## config.mk

```make
export PLATFORM = sky130hd
export DESIGN_NAME = reg_bank_arbiter
export DESIGN_NICKNAME = d
export VERILOG_FILES = /design/src/rtl/reg_bank_pkg.sv /design/src/rtl/reg_bank_arbiter_rr.sv /design/src/rtl/reg_bank_arbiter.sv
export SDC_FILE = /design/constraint.sdc
export NUM_CORES = 1
export LEC_CHECK = 0
export CAP_MARGIN = 20
export CORE_ASPECT_RATIO = 0.75
export CORE_MARGIN = 4
export CORE_UTILIZATION = 50
export DETAILED_ROUTE_END_ITERATION = 8
export PLACE_DENSITY = 0.83
export SYNTH_ARGS = -nofsm -noshare
export SYNTH_HDL_FRONTEND = slang
export SYNTH_SLANG_ARGS = --single-unit
```

## constraint.sdc

```tcl
create_clock -name clk -period 2.66 [get_ports clk]
set_clock_uncertainty 0.2 [all_clocks]
set_input_delay 0.399 -clock clk [delete_from_list [all_inputs] [get_ports clk]]
set_output_delay 0.399 -clock clk [all_outputs]
set_load 0.02 [all_outputs]
```

## src/rtl/reg_bank_pkg.sv

```systemverilog
// Shared types and constants for the SPI/CPU register bank arbiter.
package reg_bank_pkg;

    localparam int unsigned DEF_ADDR_W = 3;
    localparam int unsigned DEF_REG_W  = 8;
    localparam int unsigned CNT_W      = 4;

    // Bit positions inside the 8-bit status byte
    localparam int unsigned ST_PEND    = 0;
    localparam int unsigned ST_BUSY    = 1;
    localparam int unsigned ST_OVF     = 2;
    localparam int unsigned ST_CNT_LSB = 4;

    typedef enum logic [1:0] {
        BUS_IDLE = 2'd0,
        BUS_ARB  = 2'd1,
        BUS_RESP = 2'd2
    } bus_state_t;

endpackage

```

## src/rtl/reg_bank_arbiter_rr.sv

```systemverilog
// Two-requester round-robin arbiter; priority moves away from whichever side was just granted.
module rr_arbiter2 (
    input  logic clk,
    input  logic rstb,
    input  logic ena,
    input  logic req_spi,
    input  logic req_bus,
    output logic gnt_spi_c,
    output logic gnt_bus_c
);

    // ptr_bus=0: SPI wins a conflict; reset favours SPI
    logic ptr_bus;

    always_comb begin
        gnt_spi_c = 1'b0;
        gnt_bus_c = 1'b0;
        if (ena) begin
            if (req_spi && (!req_bus || !ptr_bus)) begin
                gnt_spi_c = 1'b1;
            end else if (req_bus) begin
                gnt_bus_c = 1'b1;
            end
        end
    end

    always_ff @(posedge clk) begin
        if (!rstb) begin
            ptr_bus <= 1'b0;
        end else if (gnt_spi_c) begin
            ptr_bus <= 1'b1;
        end else if (gnt_bus_c) begin
            ptr_bus <= 1'b0;
        end
    end

endmodule

```

## src/rtl/reg_bank_arbiter.sv

```systemverilog
// Shared register bank between an unstallable SPI write port and a handshaked CPU bus.
module reg_bank_arbiter
    import reg_bank_pkg::*;
#(
    parameter int unsigned ADDR_W = DEF_ADDR_W,
    parameter int unsigned REG_W  = DEF_REG_W
) (
    input  logic                          clk,
    input  logic                          rstb,
    input  logic                          ena,
    input  logic [ADDR_W-1:0]             spi_addr,
    input  logic [REG_W-1:0]              spi_wdata,
    input  logic                          spi_wr_dv,
    output logic [REG_W-1:0]              spi_rdata,
    input  logic [ADDR_W-1:0]             bus_addr,
    input  logic [REG_W-1:0]              bus_wdata,
    input  logic                          bus_wr,
    input  logic                          bus_rd,
    output logic [REG_W-1:0]              bus_rdata,
    output logic                          bus_ready,
    input  logic                          clr_ovf,
    output logic [7:0]                    status,
    output logic [(REG_W << ADDR_W)-1:0]  regs_q
);

    localparam int unsigned NREG = 1 << ADDR_W;

    bus_state_t         state;
    bus_state_t         state_nx;
    logic [REG_W-1:0]   bank [NREG];
    logic [ADDR_W-1:0]  slot_addr;
    logic [REG_W-1:0]   slot_data;
    logic               spi_pend;
    logic               spi_ovf;
    logic               bus_busy;
    logic [CNT_W-1:0]   spi_wr_cnt;
    logic               gnt_spi_c;
    logic               gnt_bus_c;
    logic               wr_en;
    logic [ADDR_W-1:0]  wr_addr;
    logic [REG_W-1:0]   wr_data;

    rr_arbiter2 u_arb (
        .clk       (clk),
        .rstb      (rstb),
        .ena       (ena),
        .req_spi   (spi_pend),
        .req_bus   (state == BUS_ARB),
        .gnt_spi_c (gnt_spi_c),
        .gnt_bus_c (gnt_bus_c)
    );

    // Bus FSM state register
    always_ff @(posedge clk) begin
        if (!rstb) begin
            state <= BUS_IDLE;
        end else if (ena) begin
            state <= state_nx;
        end
    end

    always_comb begin
        state_nx = state;
        case (state)
            BUS_IDLE: if (bus_wr || bus_rd) state_nx = BUS_ARB;
            BUS_ARB:  if (gnt_bus_c)        state_nx = BUS_RESP;
            BUS_RESP:                       state_nx = BUS_IDLE;
            default:                        state_nx = BUS_IDLE;
        endcase
    end

    // Single bank write port: at most one grant per cycle
    always_comb begin
        wr_en   = 1'b0;
        wr_addr = slot_addr;
        wr_data = slot_data;
        if (gnt_spi_c) begin
            wr_en = 1'b1;
        end else if (gnt_bus_c && bus_wr) begin
            wr_en   = 1'b1;
            wr_addr = bus_addr;
            wr_data = bus_wdata;
        end
    end

    always_ff @(posedge clk) begin
        if (!rstb) begin
            for (int unsigned i = 0; i < NREG; i++) begin
                bank[i] <= '0;
            end
        end else if (wr_en) begin
            bank[wr_addr] <= wr_data;
        end
    end

    // Bus response registers; read data is sampled at grant time
    always_ff @(posedge clk) begin
        if (!rstb) begin
            bus_ready <= 1'b0;
            bus_rdata <= '0;
            bus_busy  <= 1'b0;
        end else if (ena) begin
            bus_ready <= gnt_bus_c;
            bus_rdata <= (gnt_bus_c && bus_rd) ? bank[bus_addr] : '0;
            bus_busy  <= (state_nx != BUS_IDLE);
        end
    end

    // SPI pending slot: a new strobe always loads; it only overflows if the old entry is not leaving
    always_ff @(posedge clk) begin
        if (!rstb) begin
            slot_addr  <= '0;
            slot_data  <= '0;
            spi_pend   <= 1'b0;
            spi_ovf    <= 1'b0;
            spi_wr_cnt <= '0;
        end else if (ena) begin
            if (spi_wr_dv) begin
                slot_addr <= spi_addr;
                slot_data <= spi_wdata;
                spi_pend  <= 1'b1;
            end else if (gnt_spi_c) begin
                spi_pend  <= 1'b0;
            end
            if (spi_wr_dv && spi_pend && !gnt_spi_c) begin
                spi_ovf <= 1'b1;
            end else if (clr_ovf) begin
                spi_ovf <= 1'b0;
            end
            if (gnt_spi_c) begin
                spi_wr_cnt <= spi_wr_cnt + CNT_W'(1);
            end
        end
    end

    always_comb begin
        status                         = '0;
        status[ST_PEND]                = spi_pend;
        status[ST_BUSY]                = bus_busy;
        status[ST_OVF]                 = spi_ovf;
        status[ST_CNT_LSB +: CNT_W]    = spi_wr_cnt;
    end

    assign spi_rdata = bank[spi_addr];

    for (genvar g = 0; g < NREG; g++) begin : g_flat
        assign regs_q[g*REG_W +: REG_W] = bank[g];
    end

endmodule

```

==> results of run 1 <==
## cells by family (layout without fill, tap and decap cells)
family          Yosys count  after routing  synth area share (%)
fa+ha+maj                 1              1                 0.255
flops                    94             94                  51.4
xor+xnor                  3              3                 0.535
compound gates           44             44                  8.44
buf+inv                  37            167                  3.98
simple gates            161            161                  15.4
other cells               1              1                0.0764
mux                      57             57                  19.9
## power by group through the flow
stage	Sequential, mW	Combinational [mW]	Clock [mW]
floorplan	1.73	0.266	0
global placement	1.70	0.532	0
detailed placement	1.70	0.545	0
CTS	1.67	0.547	1.27
global route	1.68	0.585	1.33
finish	1.67	0.557	1.27
## synth_stat cells (all sizes together) (4+ instances only)
master and number:
edfxtp 64, mux4 24, clkbuf 13, nor2 70, a32oi 5, o22ai 9, o32ai 7, inv 9
a22oi 4, a21oi 6, nand2 39, and2 10, mux2 24, nor2b 17, dfxtp 30, a21boi 11
nor3 4, mux2i 9, buf 15
## layout make-up
| type | count | area share, % |
|---|---|---|
| clock buffer | 10 | 3.44 |
| clock inverter | 6 | 0.939 |
| inverter | 9 | 0.507 |
| multi-input combinational | 267 | 32.9 |
| sequential | 94 | 37.8 |
| tap | 132 | 2.48 |
| timing repair buffer | 142 | 21.9 |
## routing by layer
metal / global-route usage, % / vias to the layer above / wire (um)
li1: - / 1702 / -
met5: 0 / - / 0
met2: 38.6 / 301 / 6470
met4: 6.90 / 0 / 256
met3: 8.43 / 34 / 1940
met1: 37.3 / 1893 / 6180
## cells in the final DEF (no fill, tap or decap), drive strengths merged, types with 7 or more instances in the layout
cell	instances
a21boi	11
inv	9
and2	10
o32ai	7
clkbuf	11
mux4	24
nor2b	17
nor2	70
buf	24
nand2	39
mux2	24
mux2i	9
clkdlybuf4s50	106
dfxtp	30
o22ai	9
edfxtp	64
## registers in the layout (all words and copies together) (netlist names)
name,flops
bank,64
bus_busy,1
bus_rdata,8
bus_ready,1
slot_addr,3
slot_data,8
spi_ovf,1
spi_pend,1
spi_wr_cnt,4
state,2
u_arb.ptr_bus,1
## tightest hold or removal path, cell delays in order (launching register included)
cell and delay, ps:
dfxtp_1 310, nand2_1 50, a21boi_0 60
## timing repair
action                     CTS  global route
setup endpoints to repair    8             8
gates resized for setup     11             6
pin swaps                    0             0
cloned                       1             1
setup buffers                0             1
## final timing paths
kind | end | startpoint
worst min-delay path | slot_data[7] | slot_data[7]
worst max-delay path | spi_rdata[0] | spi_addr[0]
worst max register to register | bank[0][6] | slot_addr[2]
worst min register to register | slot_data[7] | slot_data[7]
## metrics by stage
step / TNS (ps) / util, %
final: 0 / 69.3
after global routing: 0 / 69.3
after CTS: 0 / 68.9
after detailed placement: -3360 / 65.6
after global placement: -3020 / 65.6
after floorplan: 0 / -
==> metrics.md, run 1 <==
| Metric | Value |
|---|---|
| Maxcap violations | 0 |
| Leak Pwr | 2.30 nW |
| Drt total wl | 14800 um |
| Area Growth Syn to Fin | 35.8% |
| Drt first pass iters | 5 |
| Share of layout cells above drive strength 1 | 20.3% |
| Placed inst area | 6310 um2 |
| Vias per cell | 5.95 |
| Critical path class | primary input to output pin |
| Synth area leaders | edfxtp_1 (39%), dfxtp_1 (12%), mux4_2 (11%) |
| Vias in the first global route | 3805 |
| Global-route wire length before repair | 22100 um |
| CP Cell Sequence | clkdlybuf4s15_2 > bufbuf_16 > mux4_2 > mux2_2 > clkdlybuf4s15_1 |
| PwrDens | 525 nW/um2 |
| DIE AREA | 11500 um2 |
| CTS Buf Count | 9 |
| Mapped Area | 4910 um2 |
| CP bufs+invs | 3 |
| ANT cells | 0 |
| Routed Antenna Nets | 0 |
| Clk pwr share | 36.3% |
| Pin count of the biggest net entering global routing | 32 |
| GRT overflow | 0 |
| Fin cells | 660 |
| Hold Path Depth | 2 |
| Worst Hold Class | register to register |
| Syn nets | 428 |
| Count of unique library cells instantiated by Yosys | 46 |
| GRT Util Overall | 26.1% |
| Outcome | complete, no violations |
| CTS tree | built |
| Number of synthesized flops with an enable pin | 64 |
| Number of antenna violations at the first check in global routing | 1 |
| Register area | 2520 um2 |
| Slowest cell on crit path | mux4_2 |
| Design Power | 3.50 mW |
| Worst Path Arrival | 2020 ps |
| H-Tree Depth | 3 |
| Pint | 2.61 mW |
| Clk pin slew, worst setup/hold paths | 60 ps |
| RSZ-0062 raised after global routing | false |
| Multi-input gate area | 2190 um2 |
| GP Congestion | 0.914 |
| # IOs | 118 |
| WHS | 265 ps |
| Total number of yosys warnings | 0 |
| # hold bufs at CTS | 0 |
| Rows | 31 |
| Nets | 553 |
| Synth Register Bits | 94 |
| Fillers | 675 |
| Sequential power share | 47.8% |
| Core area | 9620 um2 |
| Async set-reset flop share out of synthesis | 0% |
| Initial drt markers | 377 |
| Worst Tran Pin Value | 575 ps |
| Max Freq | 382 MHz |
| Avg Inst Size Synth | 12.3 um2 |
| Gate Count Post-Synth | 398 |
| Sw frac | 25.4% |
| Die Wd | 122 um |
| Post-DP HPWL | 10800 um |
| Crit share post-route | 98.4% |
| Psw | 0.889 mW |
| Final Hold Viols | 0 |
| Reg2reg path depth | 4 |
| Ys flop type | edfxtp_1 |
| TritonCTS Sinks | 94 |
| Worst path required time | 2060 ps |
| Initial core utilization | 51.0% |
| Final worst slack | 43.0 ps |
| Clk_lat worst skew | 340 ps |
| Post-DR wirelength/cell | 22.5 um |
| # DRC | 0 |
| CP Capture Type | output pin |
| Pre-CTS WS | -438 ps |
| Synth top area share | 39.2% |
| Area leader, netlist | edfxtp_1 |
| Worst Path Max Fanout | 8 |
| Vias | 3930 |
| CP top delay family | buffers and inverters |
| Placed Instances | 641 |
| Reg2Reg Setup Slack | 470 ps |
| Post-route cell area | 6670 um2 |
| Final Max Slew Viols | 0 |
| CP max stage delay | 490 ps |
| IO Port Bufs | 116 |
| Post-synthesis sequential area ratio | 51.4% |
| Final setup violation count | 0 |
| Die H | 93.8 um |
| Worst slew margin | 61.6% |
| Root buf cell | clkbuf_16 |
| Fin crit period | 2620 ps |
| Element type at the critical path start | primary input |
| Clock buffer depth | 2 |
| Worst IR Drop VDD | 0.346 mV |
| WP depth | 5 |
| Gate power share | 15.9% |
Note: power is estimated with default switching activity, not from simulation.
==> run 2: changes to the inputs <==
- clock period: 2.66 -> 3.3 ns (I/O delays scaled with it)
==> run 2 against run 1 <==
  * First-iteration DRC count increased by 4.8%
  * Global-route usage down 0.20 points
  * Routed wire length fell by 2.6%
  * Sequential share of layout area rose by 0.85 points
  * Core utilization fell by 1.5 points
  * Cell count fell by 2.1%
  * Critical endpoint is now spi_rdata[4]
  * Via count decreased by 2.7%
  * Non-clock buffer count decreased by 14
  * Sequential power down 19%
  * Highest routed layer unchanged
  * Clock power is 17% lower
==> metrics.md, run 2 (synthesized netlist as in run 1, its figures left out) <==
| Metric | Value |
|---|---|
| # hold bufs at CTS | 0 |
| GRT Util Overall | 25.9% |
| Post-CTS Setup Inserts | 0 |
| ANT cells | 0 |
| # IOs | 118 |
| Outcome | complete, no violations |
| Max FFs per register | 64 |
| Worst Path Arrival | 2260 ps |
| Vias per cell | 5.92 |
| Critical path class | primary input to output pin |
| Core area | 9620 um2 |
| Rows | 31 |
| Drt first pass iters | 5 |
| CTS tree | built |
| CP Capture Type | output pin |
| Number of antenna violations at the first check in global routing | 0 |
| Final Hold Viols | 0 |
| Final setup violation count | 0 |
| Root buf cell | clkbuf_16 |
| Clk_lat worst skew | 340 ps |
| Post-DP HPWL | 10800 um |
| Worst path required time | 2600 ps |
| Initial drt markers | 395 |
| Drt total wl | 14500 um |
| CTS Buf Count | 9 |
| RSZ-0062 raised after global routing | false |
| Crit path launch | spi_addr[0] |
| Worst Path Max Fanout | 17 |
| Crit share post-route | 89.5% |
| Placed Instances | 630 |
| TritonCTS Sinks | 94 |
| # DRC | 0 |
| Nets | 539 |
| Final Max Slew Viols | 0 |
| Maxcap violations | 0 |
| GRT overflow | 0 |
| Initial core utilization | 51.0% |
| Max Freq | 339 MHz |
| Clk pin slew, worst setup/hold paths | 60 ps |
| Pre-CTS WS | 31.2 ps |
| Area Growth Syn to Fin | 32.8% |
| Worst Tran Pin Value | 557 ps |
| Pin count of the biggest net entering global routing | 31 |
| PwrDens | 434 nW/um2 |
| Die Wd | 122 um |
| Vias in the first global route | 3753 |
| Element type at the critical path start | primary input |
| Routed Antenna Nets | 0 |
| Vias | 3824 |
| Placed inst area | 6200 um2 |
| Layout Utilization | 67.8% |
| Die H | 93.8 um |
| Clock buffer depth | 2 |
| Share of layout cells above drive strength 1 | 18.1% |
| Post-route cell area | 6520 um2 |
| Fin cells | 646 |
| RR Startpoint | state[1] |
| Worst IR Drop VDD | 0.307 mV |
| Final worst slack | 347 ps |
| H-Tree Depth | 3 |
| TNS Setup | 0 ps |
| Fillers | 743 |
| GP Congestion | 0.915 |
| Top reg by flops | bank |
| Leak Pwr | 2.29 nW |
| Post-DR wirelength/cell | 22.4 um |
| Top Registers | bank x64, bus_rdata x8, slot_data x8 |
| Hold Crit Start | slot_data[0] |
| Worst slew margin | 62.9% |
| Fin crit period | 2950 ps |
| Commonest non-fill, non-tap cell in the layout | clkdlybuf4s50_1 |
| Commonest non-fill, non-tap cells in the layout | clkdlybuf4s50_1 (108), nor2_1 (70), edfxtp_1 (64) |
| DIE AREA | 11500 um2 |
| Worst Hold Class | register to register |
| PostCTS Resize Cnt | 0 |
| IO Port Bufs | 116 |
| Global-route wire length before repair | 21900 um |
run 2: path summary, 6_finish.rpt:
path / to / slack [ps] / depth (start not counted)
worst max-delay path: spi_rdata[4] / 350 / 5
worst min register to register: slot_data[0] / 280 / 2
worst max register to register: bank[2][7] / 920 / 4
worst min-delay path: slot_data[0] / 280 / 2
run 2: metal layers:
layer	share of wire, %	track usage, %	up-vias
met2	46	39.2	253
li1	-	-	1678
met1	41	36.6	1879
met4	1.1	5.96	0
met3	12	8.43	14
met5	0	0	-
run 2: worst max-delay path: stages:
cell and delay, ps:
clkdlybuf4s50_1 510, buf_12 200, mux4_2 530, mux2_2 290, dlymetal6s2s_1 220
run 2: area by class of cell:
class                           instances  area [um2]  area share [%]
Timing Repair Buffer                  128        1310            20.1
Multi-Input combinational cell        267        2190            33.6
Inverter                                9        33.8           0.518
Tap cell                              132         165            2.53
Clock inverter                          7        72.6            1.11
Sequential cell                        94        2520            38.7
Clock buffer                            9         225            3.45
run 2: stage by stage:
| stage | power, mW | hold WS (ps) |
|---|---|---|
| 2_1_floorplan | 1.61 | 243 |
| 6_report | 2.83 | 276 |
| 5_1_grt | 2.91 | 299 |
| 3_3_place_gp | 1.79 | 250 |
| 3_5_place_dp | 1.80 | 270 |
| 4_1_cts | 2.84 | 284 |
run 2: where the power goes:
part | switching [mW] | internal [mW] | leakage, nW
logic | 0.221 | 0.211 | 1.24
registers | 0.0498 | 1.30 | 0.907
clock network | 0.459 | 0.590 | 0.144
==> run 3: changes to the inputs <==
- CORE_UTILIZATION: 50 -> 35
- PLACE_DENSITY: 0.83 -> 0.63
==> run 3 against run 2 <==
  * Clock-buffer cell count grew 2
  * Cell count grew 7.4%
  * Via count decreased by 2.9%
  * Critical path depth unchanged
  * Flip-flop and latch count unchanged
  * Critical path type unchanged
==> metrics.md, run 3 (synthesized netlist as in run 1, its figures left out) <==
| Metric | Value |
|---|---|
| TNS Setup | 0 ps |
| GRT overflow | 0 |
| PostCTS Resize Cnt | 2 |
| CP max stage delay | 520 ps |
| Clock buffer depth | 2 |
| Worst Path Arrival | 2370 ps |
| ANT cells | 0 |
| CTS Buf Count | 9 |
| Maxcap violations | 0 |
| Top Registers | bank x64, bus_rdata x8, slot_data x8 |
| Routed Antenna Nets | 0 |
| Drt first pass iters | 5 |
| Commonest non-fill, non-tap cells in the layout | clkdlybuf4s50_1 (108), nor2_1 (70), edfxtp_1 (64) |
| # hold bufs at CTS | 0 |
| Register area | 2520 um2 |
| Fillers | 1234 |
| Grt met1 use | 28.7% |
| Vias in the first global route | 3698 |
| GRT Util Overall | 18.8% |
| Share of layout cells above drive strength 1 | 18.3% |
| Initial drt markers | 388 |
| CP Capture Type | output pin |
| Worst Tran Pin Value | 562 ps |
| Final Max Slew Viols | 0 |
| H-Tree Depth | 3 |
| Vias per cell | 5.35 |
| Met2 track demand over resource | 26.0% |
| Vias | 3715 |
| PwrDens | 423 nW/um2 |
| Final Hold Viols | 0 |
| Post-route cell area | 6590 um2 |
| CTS tree | built |
| Root buf cell | clkbuf_16 |
| Crit share post-route | 92.8% |
| Worst path required time | 2600 ps |
| CP top delay family | buffers and inverters |
| Outcome | complete, no violations |
| DIE AREA | 16000 um2 |
| Placed inst area | 6290 um2 |
| Leak Pwr | 2.29 nW |
| Top reg by flops | bank |
| Drt total wl | 15000 um |
| Fin crit period | 3060 ps |
| IO Port Bufs | 116 |
| Pin count of the biggest net entering global routing | 33 |
| Worst IR Drop VDD | 0.249 mV |
| # IOs | 118 |
| Met3 Usage GRT | 6.75% |
| CP bufs+invs | 3 |
| Element type at the critical path start | primary input |
| Post-CTS Setup Inserts | 0 |
| Initial core utilization | 35.8% |
| Clk_lat worst skew | 340 ps |
| Die Wd | 145 um |
| Commonest non-fill, non-tap cell in the layout | clkdlybuf4s50_1 |
| Die H | 111 um |
| Slowest cell on crit path | mux4_2 |
| Worst slew margin | 62.5% |
| Clk pin slew, worst setup/hold paths | 60 ps |
| Number of antenna violations at the first check in global routing | 1 |
| Worst Path Max Fanout | 17 |
| RSZ-0062 raised after global routing | false |
| Nets | 544 |
| GP Congestion | 0.881 |
| Max FFs per register | 64 |
| Core area | 13700 um2 |
| Area Growth Syn to Fin | 34.2% |
| # DRC | 0 |
| Worst Hold Class | register to register |
| Rows | 37 |
| Post-DP HPWL | 11500 um |
| Global-route wire length before repair | 22500 um |
| TritonCTS Sinks | 94 |
| CP Cell Sequence | clkdlybuf4s50_1 > buf_12 > mux4_2 > mux2_2 > dlygate4sd2_1 |
| Final setup violation count | 0 |
| Max Freq | 326 MHz |
| Critical path class | primary input to output pin |
| Layer carrying the most global-route usage | met1 |
| Post-DR wirelength/cell | 21.6 um |
| Multi-input gate area | 2190 um2 |
-- run 3: layer usage --
metal	vias to the layer above	wire length, um
li1	1686	-
met1	1815	6780
met2	200	6320
met3	12	1770
met4	2	129
met5	-	13
-- run 3: path summary, 6_finish.rpt --
path | from | endpoint | slack [ps] | cells past startpoint
worst max-delay path | spi_addr[0] | spi_rdata[1] | 240 | 5
worst min-delay path | slot_data[0] | slot_data[0] | 270 | 2
worst max register to register | state[1] | bank[0][6] | 1010 | 4
worst min register to register | slot_data[0] | slot_data[0] | 270 | 2
-- run 3: cell type report --
type                            count  share of cell area (%)
Tap cell                          175                    3.32
Clock buffer                       11                    3.53
Inverter                            9                   0.513
Timing Repair Buffer              133                    20.3
Clock inverter                      5                   0.760
Multi-Input combinational cell    267                    33.3
Sequential cell                    94                    38.3
-- run 3: worst reg2reg max path, delay by kind of cell (launching register included) --
kind / cells / cell delay, ps
compound gates: 1 / 430
flops: 1 / 430
simple gates: 3 / 890
-- run 3: per-stage QoR --
step / setup WS (ps) / hold slack (ps) / cells / util [%] / power (mW)
floorplan: 733 / 243 / 398 / - / 1.61
CTS: 1.55 / 275 / 694 / 48.0 / 2.80
global placement: 28.3 / 254 / 678 / 45.9 / 1.80
global route: 178 / 300 / 694 / 48.1 / 2.88
finish: 236 / 274 / 694 / 48.1 / 2.79
detailed placement: 16.3 / 266 / 678 / 45.9 / 1.81
-- run 3: where the power goes --
group	internal, mW	switching, mW	total (mW)
Sequential	1.30	0.0518	1.35
Combinational	0.210	0.221	0.431
Clock	0.581	0.424	1.01
Total	2.09	0.697	2.79
==> variant 1 (settings of run 2) <==
The 3 states of `bus_state_t` get a one-hot encoding in 3 bits.
--- a/src/rtl/reg_bank_pkg.sv
+++ b/src/rtl/reg_bank_pkg.sv
@@ -11,10 +11,10 @@
     localparam int unsigned ST_OVF     = 2;
     localparam int unsigned ST_CNT_LSB = 4;
 
-    typedef enum logic [1:0] {
-        BUS_IDLE = 2'd0,
-        BUS_ARB  = 2'd1,
-        BUS_RESP = 2'd2
+    typedef enum logic [2:0] {
+        BUS_IDLE = 3'b001,
+        BUS_ARB  = 3'b010,
+        BUS_RESP = 3'b100
     } bus_state_t;
 
 endpackage
Function: no difference found for any inputs over 4 cycles, from zero or initial values and one cycle with rstb low; so few cycles prove little.
==> variant 1 against run 2 <==
  * Cell count down 2.3%
  * Combinational power down 1%
  * Sequential cell count increased by 1
  * Setup slack got worse by 320 ps
  * Via count up 2.5%
  * Design area decreased by 0.71%
  * Wire length increased by 0.82%
  * Global-route usage is 0.67 points higher
  * Synthesized cell count down 6.3%
  * First-iteration DRC count is 4.6% higher
  * Area after synthesis decreased by 3.3%
  * Total power up 0.39%
  * Critical path type unchanged
==> variant 1: results (changes against run 2) <==
* Pre-CTS setup slack at 34.4 ps (+3.13 ps)
* Status: complete, no violations
* Gpl congestion at 0.846 (-7.6%)
* Total routing usage reported by global routing at 0.266 (+0.00667)
* Worst min-delay path startpoint: bus_rdata[4]
* Number of nets in the layout at 528 (-2.0%)
* Maximum ir drop on the vdd rail at 0.000284 V (-7.4%)
* Pin count of the biggest net entering global routing at 33 (+6.5%)
* Total length of routed wires at 14600 um (+0.82%)
* Iteration-0 DRC count of the detailed router at 413 (+4.6%)
* Cell area after layout at 6470 um2 (-0.71%)
* Leakage component of the power at 2.20 nW (-3.9%)
* Placed wire-length estimate at 10800 um (-0.57%)
* Layout cells sized above 1 at 0.189 (+0.00793)
* Portion of the post-synthesis area used by sequential elements at 0.536 (+0.0218)
* Synth unique cells at 41 (-11%)
* Maximum fanout along the worst path at 13 (-4)
* Area contributors post-synth: edfxtp_1, mux4_2, dfxtp_1
* Slowest cell on the critical path: clkdlybuf4s50_1
* Longest individual stage delay on the worst path at 550 ps (+20 ps)
* Fillers at 658 (-11%)
* Global-route wire length before repair at 22100 um (+0.88%)
* Via-to-Cell Ratio at 6.21 (+4.9%)
* Net count after synthesis at 403 (-5.8%)
* Post-DP Area at 6160 um2 (-0.69%)
* Slew at the pin closest to its max-slew limit at 735 ps (+178 ps)
## variant 1: cell types whose count changed after synthesis, sizes merged, moves of 7 or more
cell / run 2 / this run
nor2: 70 / 7
nor3: 4 / 66
o21ai: 0 / 19
mux2: 24 / 9
mux2i: 9 / 19
nor2b: 17 / 8
o22ai: 9 / 0
inv: 9 / 1
mux4: 24 / 32
buf: 15 / 22
o32ai: 7 / 0
## variant 1: worst register-to-register path, stage by stage (launching register included)
cell and delay [ps]:
dfxtp_1 390, nor3b_4 370, nor3b_4 500, mux2_4 450, o21ai_0 210, buf_4 210
## variant 1: layer usage
layer,GRT usage,vias up,wire (um)
met1,0.356,1889,5440
met2,0.393,319,6430
met5,0.0385,-,55
met4,0.100,2,431
met3,0.101,41,2220
li1,-,1669,-
## variant 1: cell families (layout without fill, tap and decap cells)
family          count (synthesis)  in the layout  share of synthesized area
simple gates                  139            139                      0.149
buf+inv                        34            164                     0.0374
compound gates                 40             40                     0.0538
mux                            60             60                      0.215
xor+xnor                        3              3                    0.00554
other cells                     1              1                   0.000790
flops                          95             95                      0.536
fa+ha+maj                       1              1                    0.00264
## variant 1: worst paths after layout
check / endpoint / slack [ps] / cells after the start
min: bus_rdata[4] / 270 / 2
max reg2reg: bank[6][0] / 700 / 5
max: spi_rdata[7] / 30 / 5
min reg2reg: bus_rdata[4] / 270 / 2
## variant 1: layout make-up
class / count / share of cell area
clock buffers: 12 / 0.0431
clock inverters: 4 / 0.00503
multi-input cells: 244 / 0.314
well taps: 128 / 0.0247
repair buffers: 147 / 0.220
inverters: 1 / 0.000580
flip-flops and latches: 95 / 0.393
## variant 1: power breakdown
| group | switching (mW) | internal (mW) |
|---|---|---|
| Sequential | 0.0505 | 1.31 |
| Combinational | 0.213 | 0.214 |
| Clock | 0.445 | 0.607 |
## variant 1: stage by stage
step | total power, mW | instances
2_1_floorplan | 1.60 | 373
3_3_place_gp | 1.79 | 615
3_5_place_dp | 1.81 | 615
4_1_cts | 2.84 | 631
5_1_grt | 2.93 | 631
6_report | 2.84 | 631
==> variant 2 (settings of run 2) <==
Without the edit above. The package constant `DEF_ADDR_W` goes from 3 to 2.
--- a/src/rtl/reg_bank_pkg.sv
+++ b/src/rtl/reg_bank_pkg.sv
@@ -1,7 +1,7 @@
 // Shared types and constants for the SPI/CPU register bank arbiter.
 package reg_bank_pkg;
 
-    localparam int unsigned DEF_ADDR_W = 3;
+    localparam int unsigned DEF_ADDR_W = 2;
     localparam int unsigned DEF_REG_W  = 8;
     localparam int unsigned CNT_W      = 4;
 
Interface: changed (resized bus_addr, regs_q and spi_addr); port bits go from 118 to 84. No check against the original RTL was run, so the function may have changed too.
==> variant 2 against run 2 <==
  * Area after synthesis shrank 39%
  * Total power down 38%
  * Critical path depth decreased by 1
  * Sequential cell count fell by 33
  * Setup slack worse by 26 ps
  * Wire length shrank 42%
  * Design area fell by 37%
==> variant 2: results (changes against run 2) <==
* Worst-case register-to-register setup slack at 1000 ps (+80 ps)
* Reg2reg end: bank[0][5]
* Root Buffer: clkbuf_8
* Routed wirelength normalized by instance count at 18.8 um (-16%)
* Number of synthesized flops with an enable pin at 32 (-50%)
* Number of nets in the layout at 387 (-28%)
* # placed instances at 426 (-32%)
* Leakage component of the power at 1.40 nW (-39%)
* Pre-CTS setup slack at 321 ps (+290 ps)
* Maximum fanout along the worst path at 9 (-8)
* Total of buffers placed on input and output ports at 82 (-29%)
* Gpl congestion at 0.832 (-9.0%)
* Top achievable clock speed at 336 MHz (-0.88%)
* Number of global-route vias before repair at 2577 (-31%)
* Area contributors post-synth: edfxtp_1, dfxtp_1, mux4_2
* Status: complete, no violations
* Slew at the pin closest to its max-slew limit at 819 ps (+262 ps)
* Placed wire-length estimate at 6180 um (-43%)
* Pin count of the biggest net entering global routing at 22 (-29%)
* Portion of the post-synthesis area used by sequential elements at 0.514 (about the same)
* Layout cells sized above 1 at 0.124 (-0.0573)
* End point of the critical path: spi_rdata[2]
* GRT overflow at 0 (unchanged)
* Number of cells produced by synthesis at 274 (-31%)
* Total length of routed wires at 8320 um (-42%)
* Via-to-Cell Ratio at 5.90 (-0.28%)
* Maximum ir drop on the vdd rail at 0.000317 V (+3.5%)
* Largest registers ranked by flip-flop count: bank: 32 flops, bus_rdata: 8 flops, slot_data: 8 flops
* Iteration-0 DRC count of the detailed router at 189 (-52%)
* Global-route wire length before repair at 12900 um (-41%)
* Slowest cell on the critical path: clkdlybuf4s50_1
* Arrival time at the worst endpoint at 2280 ps (+20 ps)
* Net count after synthesis at 302 (-29%)
* Fillers at 437 (-41%)
* Most used standard cells in the synthesized netlist: nand2_1, a21oi_1, edfxtp_1, dfxtp_1
* Total routing usage reported by global routing at 0.230 (-0.0297)
* Synth unique cells at 40 (-13%)
## variant 2: how the worst min path moves through the flow
| stage | start | end | slack, ps | cells past startpoint |
|---|---|---|---|---|
| CTS | bus_rdata[0] | bus_rdata[0] | 260 | 2 |
| global placement | bus_rdata[6] | bus_rdata[6] | 240 | 2 |
| detailed placement | bus_rdata[0] | bus_rdata[0] | 250 | 2 |
| global route | bus_rdata[1] | bus_rdata[1] | 290 | 2 |
| floorplan | spi_ovf | spi_ovf | 250 | 2 |
| finish | bus_rdata[0] | bus_rdata[0] | 260 | 2 |
## variant 2: stage by stage
stage / hold WS (ps) / instance area (um2) / total power, mW
floorplan: 255 / 3000 / 1.01
global placement: 237 / 3890 / 1.13
detailed placement: 245 / 3890 / 1.14
CTS: 261 / 4080 / 1.78
global route: 287 / 4080 / 1.83
finish: 256 / 4080 / 1.76
## variant 2: power breakdown
part           switching [mW]  total [mW]  internal [mW]
Combinational           0.135       0.265          0.130
Sequential             0.0338       0.861          0.828
Clock                   0.271       0.637          0.367
Total                   0.440        1.76           1.32
## variant 2: kinds of logic (layout without fill, tap and decap cells)
kind of cell	count (synthesis)	count (layout)	share of synthesized area
and+or+nand+nor	96	96	0.164
AOI/OAI and AO/OA	68	68	0.146
DFF	61	61	0.514
buffers and inverters	30	120	0.0472
muxes	16	16	0.120
adders and majority gates	1	1	0.00417
other	1	1	0.00125
xor gates and xnor gates	1	1	0.00292
## variant 2: layout make-up
| class | count | area share |
|---|---|---|
| clock buffer | 13 | 0.0365 |
| clock inverter | 3 | 0.00950 |
| inverter | 12 | 0.0110 |
| multi-input combinational | 183 | 0.322 |
| sequential | 61 | 0.378 |
| tap | 78 | 0.0239 |
| timing repair buffer | 92 | 0.219 |
## variant 2: worst reg2reg max path, stage by stage (launching register included)
cell and delay, ps:
dfxtp_1 460, nand3b_1 200, nand3_2 240, nor4_4 450, or3_1 400
## variant 2: metal layers
metal / track usage / share of wire
met5: 0 / 0
met4: 0.103 / 0.024
met3: 0.0731 / 0.087
met2: 0.395 / 0.49
met1: 0.271 / 0.40
